File: src/rtl/direct_sound_fifo.sv
// direct_sound_fifo: Direct Sound sample FIFO with DMA request FSM; DSOUND_HALFWORD_WRITE_EN enables halfword writes.
module direct_sound_fifo #(
    parameter int DEPTH_BYTES   = 32,
    parameter int REQ_THRESHOLD = 16,
    parameter int REQ_BYTES     = 16
) (
    input  logic                           clk,
    input  logic                           rst_b,
    input  logic                           wr_en,
    input  logic [31:0]                    wr_data,
    input  logic [1:0]                     wr_size,
    input  logic                           wr_addr_hi,
    input  logic                           fifo_clear,
    input  logic                           enable,
    input  logic                           timer_tick,
    output logic [7:0]                     sample,
    output logic                           sample_valid,
    output logic                           sound_req,
    output logic [$clog2(DEPTH_BYTES):0]   count,
    output logic                           overflow,
    output logic                           underflow
);
    localparam int AW = $clog2(DEPTH_BYTES);
    localparam int CW = AW + 1;
    localparam int XW = CW + 1;
    typedef enum logic [1:0] {IDLE, REQ, COOL} state_t;
    state_t          state_q, state_d;
    logic [7:0]      mem_q [DEPTH_BYTES];
    logic [AW-1:0]   rptr_q, rptr_d, wptr_q, wptr_d;
    logic [CW-1:0]   count_q, count_d;
    logic [XW-1:0]   acc_q, acc_d, need;
    logic [7:0]      sample_q, sample_d;
    logic            sample_valid_q, sample_valid_d;
    logic            sound_req_q, sound_req_d;
    logic            overflow_q, overflow_d;
    logic            underflow_q, underflow_d;
    logic [2:0]      n;
    logic [31:0]     wbytes;
    logic            pop, wr_ok, accept, drop;
`ifdef DSOUND_HALFWORD_WRITE_EN
    logic [15:0]     lane;
    assign lane   = wr_addr_hi ? wr_data[31:16] : wr_data[15:0];
    assign n      = wr_size == 2'b10 ? 3'd4 : wr_size == 2'b01 ? 3'd2 : 3'd0;
    assign wbytes = wr_size == 2'b10 ? wr_data : {16'h0, lane};
`else
    logic            unused_hi;
    assign unused_hi = wr_addr_hi;
    assign n         = wr_size == 2'b10 ? 3'd4 : 3'd0;
    assign wbytes    = wr_data;
`endif
    assign pop    = timer_tick && count_q != '0 && !fifo_clear;
    // Room check sees the slot freed by a same-cycle pop.
    assign need   = XW'(count_q) - XW'(pop) + XW'(n);
    assign wr_ok  = wr_en && n != 3'd0 && !fifo_clear;
    assign accept = wr_ok && need <= XW'(DEPTH_BYTES);
    assign drop   = wr_ok && !accept;
    always_comb begin
        rptr_d         = fifo_clear ? '0 : rptr_q + AW'(pop);
        wptr_d         = fifo_clear ? '0 : accept ? wptr_q + AW'(n) : wptr_q;
        count_d        = fifo_clear ? '0 : count_q + (accept ? CW'(n) : '0) - CW'(pop);
        overflow_d     = !fifo_clear && (overflow_q || drop);
        sample_d       = pop ? mem_q[rptr_q] : sample_q;
        sample_valid_d = pop;
        underflow_d    = timer_tick && count_q == '0 && !fifo_clear;
        state_d        = state_q;
        acc_d          = acc_q;
        case (state_q)
            IDLE: if (enable && count_q <= CW'(REQ_THRESHOLD)) begin
                state_d = REQ;
                acc_d   = '0;
            end
            REQ: begin
                acc_d   = accept ? acc_q + XW'(n) : acc_q;
                state_d = (!enable || (accept && acc_q + XW'(n) >= XW'(REQ_BYTES))) ? COOL : REQ;
            end
            default: state_d = IDLE;
        endcase
        if (fifo_clear) begin
            state_d = IDLE;
            acc_d   = '0;
        end
        sound_req_d = state_d == REQ;
    end
    always_ff @(posedge clk) begin
        if (rst_b) begin
            state_q        <= IDLE;
            rptr_q         <= '0;
            wptr_q         <= '0;
            count_q        <= '0;
            acc_q          <= '0;
            sample_q       <= '0;
            sample_valid_q <= 1'b0;
            sound_req_q    <= 1'b0;
            overflow_q     <= 1'b0;
            underflow_q    <= 1'b0;
        end else begin
            state_q        <= state_d;
            rptr_q         <= rptr_d;
            wptr_q         <= wptr_d;
            count_q        <= count_d;
            acc_q          <= acc_d;
            sample_q       <= sample_d;
            sample_valid_q <= sample_valid_d;
            sound_req_q    <= sound_req_d;
            overflow_q     <= overflow_d;
            underflow_q    <= underflow_d;
        end
    end
    always_ff @(posedge clk) begin
        if (accept && !rst_b)
            for (int i = 0; i < 4; i++)
                if (3'(i) < n) mem_q[wptr_q + AW'(i)] <= wbytes[8*i +: 8];
    end
    assign sample       = sample_q;
    assign sample_valid = sample_valid_q;
    assign sound_req    = sound_req_q;
    assign count        = count_q;
    assign overflow     = overflow_q;
    assign underflow    = underflow_q;
endmodule

File: config.mk
export PLATFORM = sky130hd
export DESIGN_NAME = direct_sound_fifo
export DESIGN_NICKNAME = d
export VERILOG_FILES = /design/src/rtl/direct_sound_fifo.sv
export SDC_FILE = /design/constraint.sdc
export NUM_CORES = 1
export LEC_CHECK = 0
export ABC_AREA = 0
export CAP_MARGIN = 25
export CORE_MARGIN = 3
export CORE_UTILIZATION = 45
export DETAILED_ROUTE_END_ITERATION = 7
export HOLD_SLACK_MARGIN = 0.02
export PLACE_DENSITY = 0.66
export SLEW_MARGIN = 10
export SYNTH_ARGS = -nofsm -noshare
export SYNTH_HDL_FRONTEND = slang
export SYNTH_SLANG_ARGS = --single-unit
File: constraint.sdc
create_clock -name clk -period 8.45 [get_ports clk]
set_input_delay 0.845 -clock clk [delete_from_list [all_inputs] [get_ports clk]]
set_output_delay 0.845 -clock clk [all_outputs]
set_load 0.01 [all_outputs]
## Word level (Yosys, flattened, before mapping)

Memory sizes are Yosys's and may differ from the RTL's. A register that Yosys moved wholly into a read port is not among the register bits.
Index checks and enable logic that the tools add are counted.

- Flip-flop bits (word level): 29
- Memories kept: 1
- Output and inout bits: 18
- Memory bits (writable): 256

- Add/sub/neg operators: 10
- Magnitude comparators: 7
- Muxes and demuxes: 21
- Reductions and logical operators: 25
- Equal/unequal tests: 5

Memories:

| memory | words | bits a word | read ports | clocked after Yosys merged registers in | wr ports | RTL line | source |
|---|---|---|---|---|---|---|---|
| mem_q | 32 | 8 | 1 | 1 | 4 | 28 | `logic [7:0] mem_q [DEPTH_BYTES];` |

Operators with widths:

| kind | number |
|---|---|
| 7-bit by 3-bit adder with 7-bit output | 2 |
| 7-bit 2-to-1 mux | 2 |
| 7-bit one-hot mux with 2 select lines | 1 |
| 1-bit logical AND | 12 |
| 1-bit 2-to-1 mux | 12 |
| 5-bit by 2-bit adder with 5-bit output (second input constant) | 2 |
| 7-bit by 5-bit >= comparator with 1-bit output (second input constant) | 1 |
| 7-bit by 6-bit less-or-equal comparator with 1-bit output (second input constant) | 1 |
| 6-bit by 1-bit subtractor with 7-bit output | 1 |
| 6-bit by 3-bit adder with 6-bit output | 1 |
| 6-bit by 5-bit less-or-equal comparator with 1-bit output (second input constant) | 1 |
| 6-bit logical NOT | 1 |
| 1-bit by 3-bit < comparator with 1-bit output (first input constant) | 2 |
| 2-bit by 3-bit < comparator with 1-bit output (first input constant) | 2 |
| 2-bit 2-to-1 mux | 3 |
| 3-bit 2-to-1 mux | 2 |
| 6-bit nonzero test | 1 |
| 6-bit by 1-bit subtractor with 6-bit output | 1 |
| 5-bit by 1-bit adder with 5-bit output | 1 |
| 5-bit by 1-bit adder with 5-bit output (second input constant) | 1 |
| 5-bit by 3-bit adder with 5-bit output | 1 |
| 2-bit by 1-bit equality test with 1-bit output (second input constant) | 2 |
| 1-bit logical NOT | 4 |
| 2-bit inequality test (second input constant) | 2 |
| other kinds (8) | 9 |

## Depth between registers and ports, before layout

Gate-level depths: netlist of run 1.

- Depth after elaboration: 13
- Depth in mapped cells: 21
- Gate-level depth less buffers: 19

## Worst setup path after synthesis of run 1

No wires, ideal clock.

- Path kind: input to register
- Start point: input port fifo_clear
- End point: memory mem_q[28][0] (enable)
- Data required time: 8.063 ns
- Stages on the path: 16
- Arrival time: 4.345 ns
- Path slack: 3.718 ns
- Setup time: 0.387 ns
- Cell sequence: and3b_1 clkbuf_1 buf_1 ha_1 inv_1 ha_1 fa_1 xnor2_1 nand4_1 o221ai_2 and2_1 buf_6 buf_12 nand4_4 buf_6 inv_1

RTL lines:

| element | RTL line | source |
|---|---|---|
| start: declaration | 13 | `input logic fifo_clear,` |
| end: declaration | 28 |  |

==> run metrics, run 1 <==
count leader, synth edfxtp_1; post-CTS setup buffers 0; biggest cell delay along the critical path between 0.7 and 0.8 ns; final worst clock skew 0.0209 ns; gr ovfl total 0; WP data required ~8.6 ns; met3 WL about 840 µm; # hold bufs at CTS 0; NetSw about 830 µW; Critical path destination mem_q[11][4]$_DFFE_PN_; die area 33,400 µm²; Reg2Reg Setup Slack 2.84 ns; Final min period between 5 and 6 ns; metal1 wirelength about 13,000 µm; fraction of layout instances using a drive strength above 1 between 40% and 50%; Placed Area between 10,000 and 15,000 µm²; antenna cells 0; crit start category input port; outcome finished clean; Root Driver clkbuf_16; warnings from Yosys 0; die width roughly 180 µm; dpl hpwl roughly 17,000 µm; Clock Tree Buf Depth 3; maxcap violations 0; GRT Total Usage 17.1%; number of antenna violations at the first check in global routing 0; sequential share of the synthesized area between 50 and 60%; RSZ-0062 raised after global routing false; Placeable Area roughly 30,000 µm²; slowest CP cell inv_1; # port buffers 57; htree depth 2; reg2reg path depth 14; WP buf/inv 4; Worst Hold Class register to register; largest net degree at the start of global routing 40; kind of critical path input port to register; dpl cells roughly 1,200; Layout area overhead 14.6%; 1st-iter DRT viols about 560; clk_lat worst skew 0.51 ns; crit end category register; Detail Route met2 WL ~14,000 µm; Synth Instances between 800 and 900; sequential group share of total power between 40% and 50%; post-route insts no fill around 1,300; IO Pins between 50 and 60; switching share of power a little under a quarter; Final ANT Viol Nets 0; leakage ~0.0055 µW; Cell Int Power 2710 µW; Critical Path, Cell by Cell clkdlybuf4s50_1, and3b_1, ha_1, inv_1, ha_1, fa_1, xnor2_1, nand4_1, o221ai_2, and2_1, nand3_4, inv_1, buf_4; family with the most delay on the worst path simple AND/OR/NAND/NOR gates; Power Density 220 nW/µm²; Final Cycle Share a little under 70%; syn avg cell area around 17 µm²; logic gate share of total power between 10% and 20%; syn_nets 866; Max IR drop VDD 130 µV; Fin Setup TNS 0 ns; fmax 0.174 GHz; initial core utilization a little under half; Worst slew margin 34.1%; endpoints failing setup 0; RR Endpoint mem_q[11][4]$_DFFE_PN_; routed len/inst 22.1 µm; Fin. Hold Viols 0; Yosys cell types 52; synth top area cells edfxtp_1, mux2_2, mux4_2; vias in the first global route 7,478; critical path depth in cells 13; ys async rst share 0%; Synth Register Bits between 200 and 300; # rows 64; Pwr Total 3540 µW; CTS Buf Count 34; max layer used met4; Finished Cell Area around 16,000 µm²; Initial DRT Pass Iterations 4; worst-margin pin slew just under 1 ns; RR Startpoint count[1]$_SDFF_PP0_; Synth area leader edfxtp_1; worst setup path startpoint fifo_clear; Residual DRC 0; Max Slew Vio Count 0; TritonCTS clock tree done; first-pass GRT wire length 44,500 µm; Vias between 7,000 and 8,000; Reg clk slew, reported paths roughly 0.06 ns; Sinks on Clock Net 289; Final nets ~900; synth cell count leaders edfxtp_1, mux2_2, mux4_2; cts repair resizes 0; EDFF count, synth roughly 260; end-of-flow core utilization 52.6%; die extent in y roughly 180 µm; Main synth FF type edfxtp_1; area of the mapped netlist between 10,000 and 15,000 µm²; clock power share between 40 and 50%; Synth top area share between 50% and 60%; gpl congestion approximately 0.74; CP arrival between 5 and 6 ns; Via density 5.65; Max FO, Critical Path 25; total wire length between 20,000 and 30,000 µm
how the worst min path moves through the flow:
stage	startpoint	end	slack (ns)	cells after the start
4_1_cts	overflow$_SDFF_PP0_	overflow$_SDFF_PP0_	0.48	1
5_1_grt	overflow$_SDFF_PP0_	overflow$_SDFF_PP0_	0.48	1
6_report	overflow$_SDFF_PP0_	overflow$_SDFF_PP0_	0.47	1
3_3_place_gp	overflow$_SDFF_PP0_	overflow$_SDFF_PP0_	0.46	1
2_1_floorplan	acc_q[2]$_SDFFE_PP0P_	acc_q[2]$_SDFFE_PP0P_	0.45	2
3_5_place_dp	overflow$_SDFF_PP0_	overflow$_SDFF_PP0_	0.47	1
registers in the layout, summed over array words and instances, names as in the netlist:
register / cells
sound_req: 1
state_q: 2
mem_q: 256
acc_q: 5
overflow: 1
underflow: 1
wptr_q: 3
sample: 8
count: 6
sample_valid: 1
rptr_q: 5
stage by stage:
step           worst slack [ns]  hold WS [ns]
2_1_floorplan              3.72         0.452
3_3_place_gp               2.23         0.462
3_5_place_dp               2.11         0.468
4_1_cts                    2.60         0.483
5_1_grt                    2.31         0.483
6_report                   2.69         0.473
power by group through the flow:
stage                     clock, µW  combinational [µW]  sequential [µW]
after floorplan                   0                 386             1630
after global placement            0                 474             1630
after detailed placement          0                 480             1640
after CTS                      1490                 483             1600
after global routing           1560                 532             1610
final                          1460                 479             1600
logic make-up after synthesis:
family | Yosys count | synth area share, %
and+or+nand+nor | 85 | 3.87
AOI/OAI and AO/OA | 40 | 2.02
muxes | 281 | 29.4
xor gates and xnor gates | 7 | 0.436
buffers and inverters | 85 | 3.11
adders and majority gates | 19 | 1.80
DFF | 289 | 59.4
layout by cell type (no fill, tap or decap), types with 6 or more instances in the layout:
cell type          n
clkbuf_1           8
inv_1             22
nand2_1            8
nand3_1           12
ha_1              17
edfxtp_1         256
buf_8              6
a21oi_1           12
mux4_2            80
buf_4             16
mux2i_1            9
mux2_2           167
clkdlybuf4s50_1   57
nor2_1            27
clkbuf_16         37
a211oi_1           9
mux2_4            22
dfxtp_1           31
area by class of cell:
cell class / instances / area (µm²)
clock buffer: 46 / 970
clock inverter: 15 / 160
fill: 2501 / 14500
inverter: 22 / 82.6
multi-input combinational: 432 / 5280
sequential: 289 / 8350
tap: 396 / 495
timing repair buffer: 79 / 781
worst register-to-register path: stages, from the launching register on:
cell,delay [ns]
dfxtp_1,0.40
nor4_1,0.43
nand2_1,0.12
and3b_1,0.39
ha_1,0.30
inv_1,0.05
ha_1,0.27
fa_1,0.45
nor2_1,0.15
nand4_1,0.13
o221ai_2,0.19
and2_1,0.70
nand3_4,0.53
inv_1,0.78
buf_4,0.38
layer usage:
metal | global-route usage [%] | vias up
met5 | 0 | -
met4 | 4.41 | 0
met3 | 2.00 | 43
met2 | 28.9 | 124
met1 | 24.0 | 3719
li1 | - | 3334
Note: power is estimated with default switching activity, not from simulation.
==> run 2: changes to the inputs <==
==> constraint.sdc (replaced) <==
create_clock -name clk -period 5.5 [get_ports clk]
set_input_delay 0.55 -clock clk [delete_from_list [all_inputs] [get_ports clk]]
set_output_delay 0.55 -clock clk [all_outputs]
set_load 0.01 [all_outputs]
==> run 2 against run 1 <==
Compared with the run above:
- register-to-register slack got worse by 2.1 ns
- core utilization decreased by 0.053 points
- first-iteration DRC count rose by 8.8%
- worst hold slack worse by 0.0039 ns
- critical path type is now register to register
- highest routed layer unchanged
- clock power is 48% higher
==> run metrics, run 2 (synthesized netlist as in run 1, its figures left out) <==
hold depth 1; gpl congestion 0.759; Fin. Hold Viols 0; Vias ~7,300; IO Pins 59; most frequent cells in the layout edfxtp_1, mux2_2, mux4_2; post-CTS setup buffers 0; outcome finished clean; cts repair resizes 0; Root Driver clkbuf_16; endpoints failing setup 0; Fin Setup TNS 0 ns; Largest register FFs ~260; crit start category register; Final min period roughly 4.7 ns; 1st-iter DRT viols 605; Hold Path End overflow$_SDFF_PP0_; Sinks on Clock Net between 200 and 300; Power Density approximately 330 nW/µm²; first-pass GRT wire length 44,500 µm; Final nets 921; WP data required between 5 and 6 ns; # rows 64; CTS Buf Count 31; largest net degree at the start of global routing 35; Initial DRT Pass Iterations 5; Max IR drop VDD 231 µV; Clock Tree Buf Depth 3; total wire length 28,800 µm; worst-margin pin slew between 1 and 1.5 ns; Pwr Total about 5400 µW; gr ovfl total 0; fraction of layout instances using a drive strength above 1 40.5%; Worst slew margin 31.4%; dpl hpwl about 18,000 µm; Placeable Area between 30,000 and 40,000 µm²; min-delay src overflow$_SDFF_PP0_; reg2reg path depth 15; die width around 180 µm; most common library cell in the layout ignoring fill and taps edfxtp_1; Max FO, Critical Path 25; clk_lat worst skew about 0.55 ns; initial core utilization 45.9%; final worst clock skew ~0.0096 ns; Layout area overhead 14.5%; CP arrival a little under 5 ns; kind of critical path register to register; die extent in y between 150 and 200 µm; Max Slew Vio Count 0; Reg2Reg Setup Slack 0.76 ns; TritonCTS clock tree done; htree depth 1; antenna cells 0; RSZ-0062 raised after global routing false; maxcap violations 0; RR Startpoint count[1]$_SDFF_PP0_; leakage 0.00546 µW; Reg clk slew, reported paths ~0.060 ns; fmax roughly 0.21 GHz; RR Endpoint mem_q[2][1]$_DFFE_PN_; number of antenna violations at the first check in global routing 0; vias in the first global route 7,464; Residual DRC 0; routed len/inst 22.5 µm; die area 33,400 µm²; Worst Hold Class register to register; GRT Total Usage between 10% and 20%; Top reg by flops mem_q; fillers approximately 2,500; crit end category register; # port buffers 57; Final Cycle Share between 80% and 90%; Via density around 5.7; Final ANT Viol Nets 0; # hold bufs at CTS 0
-- run 2: worst max path at each step --
stage / start / to / slack (ns) / cells past startpoint
floorplan: count[5]$_SDFF_PP0_ / mem_q[28][0]$_DFFE_PN_ / 0.92 / 19
global placement: fifo_clear / mem_q[2][1]$_DFFE_PN_ / 0.70 / 14
detailed placement: fifo_clear / mem_q[1][1]$_DFFE_PN_ / 0.63 / 14
CTS: count[1]$_SDFF_PP0_ / mem_q[3][1]$_DFFE_PN_ / 0.70 / 15
global route: count[1]$_SDFF_PP0_ / mem_q[3][1]$_DFFE_PN_ / 0.35 / 15
finish: count[1]$_SDFF_PP0_ / mem_q[2][1]$_DFFE_PN_ / 0.76 / 15
-- run 2: where the power goes --
group	total (µW)	leakage, µW	switching, µW	internal (µW)
registers	2460	0.00257	34.6	2430
clock network	2160	0.000523	826	1340
logic	755	0.00237	389	366
total	5380	0.00546	1250	4130
-- run 2: metrics by stage --
stage	hold WS, ns	cell area [µm²]	std cells	setup slack, ns	util (%)
global placement	0.457	15000	1223	0.699	49.0
detailed placement	0.465	15000	1223	0.626	49.0
CTS	0.478	16100	1280	0.701	52.5
finish	0.469	16100	1281	0.756	52.5
floorplan	0.452	14100	806	0.915	-
global route	0.500	16100	1281	0.353	52.5
-- run 2: routing by layer --
layer / global-route usage (%) / up-vias / share of wire, %
met3: 2.34 / 33 / 5.3
met2: 29.1 / 156 / 50
li1: - / 3341 / -
met4: 2.72 / 0 / 1.2
met1: 24.7 / 3803 / 44
met5: 0 / - / 0
-- run 2: worst max-delay path, stage by stage, from the launching register on --
cell	delay, ns
dfxtp_1	0.41
nor4_1	0.48
nand2_1	0.14
and3b_1	0.20
ha_1	0.18
inv_1	0.06
ha_1	0.28
fa_1	0.45
nor2_1	0.15
nand4_1	0.14
o221ai_2	0.20
and2_1	0.51
buf_4	0.27
nand3b_4	0.38
inv_1	0.20
buf_4	0.33
-- run 2: area by class of cell --
cell class | instances | area (µm²) | share of cell area (%)
Sequential cell | 289 | 8350 | 51.9
Multi-Input combinational cell | 432 | 5280 | 32.8
Timing Repair Buffer | 85 | 835 | 5.18
Clock buffer | 41 | 833 | 5.17
Tap cell | 396 | 495 | 3.08
Clock inverter | 16 | 226 | 1.41
Inverter | 22 | 82.6 | 0.513
==> run 3: changes to the inputs <==
--- a/config.mk
+++ b/config.mk
@@ -5,7 +5,7 @@
 export SDC_FILE = /design/constraint.sdc
 export NUM_CORES = 1
 export LEC_CHECK = 0
-export ABC_AREA = 0
+export ABC_AREA = 1
 export CAP_MARGIN = 25
 export CORE_MARGIN = 3
 export CORE_UTILIZATION = 45
==> constraint.sdc (replaced) <==
create_clock -name clk -period 5.5 [get_ports clk]
set_input_delay 0.825 -clock clk [delete_from_list [all_inputs] [get_ports clk]]
set_output_delay 0.825 -clock clk [all_outputs]
set_load 0.01 [all_outputs]
==> run 3 against run 2 <==
Compared with the run above:
- cell area down 3.5%
- first-iteration DRC count grew 80%
- critical path depth increased by 3
- flip-flop and latch count is the same
- register-to-register slack improved by 0.48 ns
- wire length increased by 21%
- clock power shrank 7%
- total power down 1.4%
- fmax up 11%
- area after synthesis down 2.4%
- core utilization is 0.51 points lower
- worst hold slack is essentially flat
==> run metrics, run 3 <==
post-route insts no fill between 1,500 and 2,000; CP arrival ~4.5 ns; Main synth FF type edfxtp_1; most frequent cells in the layout edfxtp_1, nor2_1, o21ai_1; Placeable Area 29,900 µm²; dpl hpwl 20,400 µm; leakage approximately 0.0057 µW; family with the most delay on the worst path simple AND/OR/NAND/NOR gates; crit end category register; Synth area leader edfxtp_1; Max FO, Critical Path 33; first-pass GRT wire length ~53,000 µm; kind of critical path input port to register; biggest cell delay along the critical path ~0.48 ns; number of antenna violations at the first check in global routing 0; routed len/inst 19.1 µm; Root Driver clkbuf_16; Via density between 5 and 6; 1st-iter DRT viols 1,087; syn avg cell area 9.92 µm²; WP data required roughly 5.7 ns; # port buffers 57; Largest register FFs ~260; Worst Hold Class register to register; vias in the first global route 9,750; # hold bufs at CTS 0; IO Pins a little under 60; hold depth 2; most common library cell in the layout ignoring fill and taps edfxtp_1; htree depth 1; Max IR drop VDD about 320 µV; Final min period 4.26 ns; Residual DRC 0; Top reg by flops mem_q; ys async rst share 0%; TritonCTS clock tree done; fraction of layout instances using a drive strength above 1 under 10%; final worst clock skew about 0.015 ns; Clock Tree Buf Depth 3; sequential share of the synthesized area 60.8%; # rows 63; fmax 0.235 GHz; count leader, synth edfxtp_1; Finished Cell Area between 15,000 and 20,000 µm²; total wire length 34,900 µm; slowest CP cell clkdlybuf4s50_1; synth top area cells edfxtp_1, o21ai_1, nor2_1; dpl cells roughly 1,800; cts repair resizes 0; die width around 180 µm; Placed Area 14,500 µm²; Hold Slack around 0.47 ns; maxcap violations 0; Max Slew Vio Count 0; antenna cells 0; area of the mapped netlist roughly 14,000 µm²; Synth Register Bits a little under 300; Synth top area share 56.0%; Sinks on Clock Net ~290; Final Cycle Share approximately 78%; endpoints failing setup 0; die area ~33,000 µm²; reg2reg path depth 20; syn_nets 1,444; WP buf/inv 6; crit start category input port; RSZ-0062 raised after global routing false; Fin. Hold Viols 0; critical path depth in cells 18; post-CTS setup buffers 0; synth cell count leaders edfxtp_1, nor2_1, o21ai_1; Final nets around 1,500; die extent in y 181 µm; gpl congestion about 0.78; Power Density 342 nW/µm²; warnings from Yosys 0; Final ANT Viol Nets 0; CTS Buf Count 29; Synth Instances 1,384; Initial DRT Pass Iterations 5; Fin Setup TNS 0 ns; crit-path most repeated cell inv_1; Layout area overhead 13.1%; clk_lat worst skew 0.55 ns; Reg clk slew, reported paths ~0.060 ns; Yosys cell types 31; EDFF count, synth ~260; largest net degree at the start of global routing 103; GRT Total Usage between 20% and 30%; Critical Path, Cell by Cell clkdlybuf4s50_1, inv_1, nand3_1, clkinv_1, ha_1, inv_1, ha_1, fa_1, nor2_1, nand2_1, nor2_1, nand3_1, nand2_2, nand3_4, nor2_8, nand2_4, inv_1, buf_4; initial core utilization a little under half; gr ovfl total 0; Vias around 10,000; outcome finished clean; worst-margin pin slew between 1 and 1.5 ns; Worst slew margin 31.2%; end-of-flow core utilization about half
[run 3: layout make-up]
class	instances	area, µm²
clock inverter	10	131
inverter	83	312
timing repair buffer	79	818
tap	390	488
sequential	289	8350
fill	2637	14300
multi-input combinational	928	4600
clock buffer	44	832
[run 3: stage by stage]
step | setup slack [ns] | total power [µW]
6_report | 1.24 | 5310
4_1_cts | 1.21 | 5320
5_1_grt | 0.784 | 5540
3_3_place_gp | 0.717 | 3330
2_1_floorplan | 0.486 | 3100
3_5_place_dp | 0.644 | 3350
[run 3: final timing paths]
check,start,to,slack (ns)
worst min-delay path,sample[1]$_SDFFE_PP0P_,sample[1]$_SDFFE_PP0P_,0.47
worst min register to register,sample[1]$_SDFFE_PP0P_,sample[1]$_SDFFE_PP0P_,0.47
worst max-delay path,fifo_clear,mem_q[31][5]$_DFFE_PN_,1.24
worst max register to register,count[1]$_SDFF_PP0_,mem_q[31][5]$_DFFE_PN_,1.24
[run 3: cell families after synthesis]
logic type | after synthesis | share of synthesized area, %
AO/OA/AOI/OAI | 386 | 14.8
XOR/XNOR | 6 | 0.383
adder cells (fa/ha/maj) | 19 | 1.84
buffers and inverters | 167 | 5.99
flip-flops | 289 | 60.8
AND/OR/NAND/NOR | 517 | 16.3
[run 3: worst reg2reg max path, stage by stage, from the launching register on]
cell and delay, ns:
dfxtp_1 0.40, inv_1 0.12, nand4_1 0.13, inv_1 0.08, nand2_1 0.08, nand3_1 0.11
clkinv_1 0.12, ha_1 0.19, inv_1 0.05, ha_1 0.27, fa_1 0.46, nor2_1 0.10
nand2_1 0.06, nor2_1 0.11, nand3_1 0.10, nand2_2 0.13, nand3_4 0.16, nor2_8 0.31
nand2_4 0.35, inv_1 0.14, buf_4 0.43
[run 3: metal layers]
metal / track usage (%) / wire [µm] / vias up
met5: 0 / 0 / -
met4: 7.03 / 1140 / 0
met3: 2.86 / 2310 / 80
met2: 35.8 / 16800 / 338
met1: 27.4 / 14600 / 4941
li1: - / - / 4894
[run 3: power by group]
group	internal [µW]	switching (µW)	leakage (µW)
Clock	1180	818	0.000472
Combinational	311	538	0.00262
Sequential	2430	33.1	0.00257
Total	3920	1390	0.00566
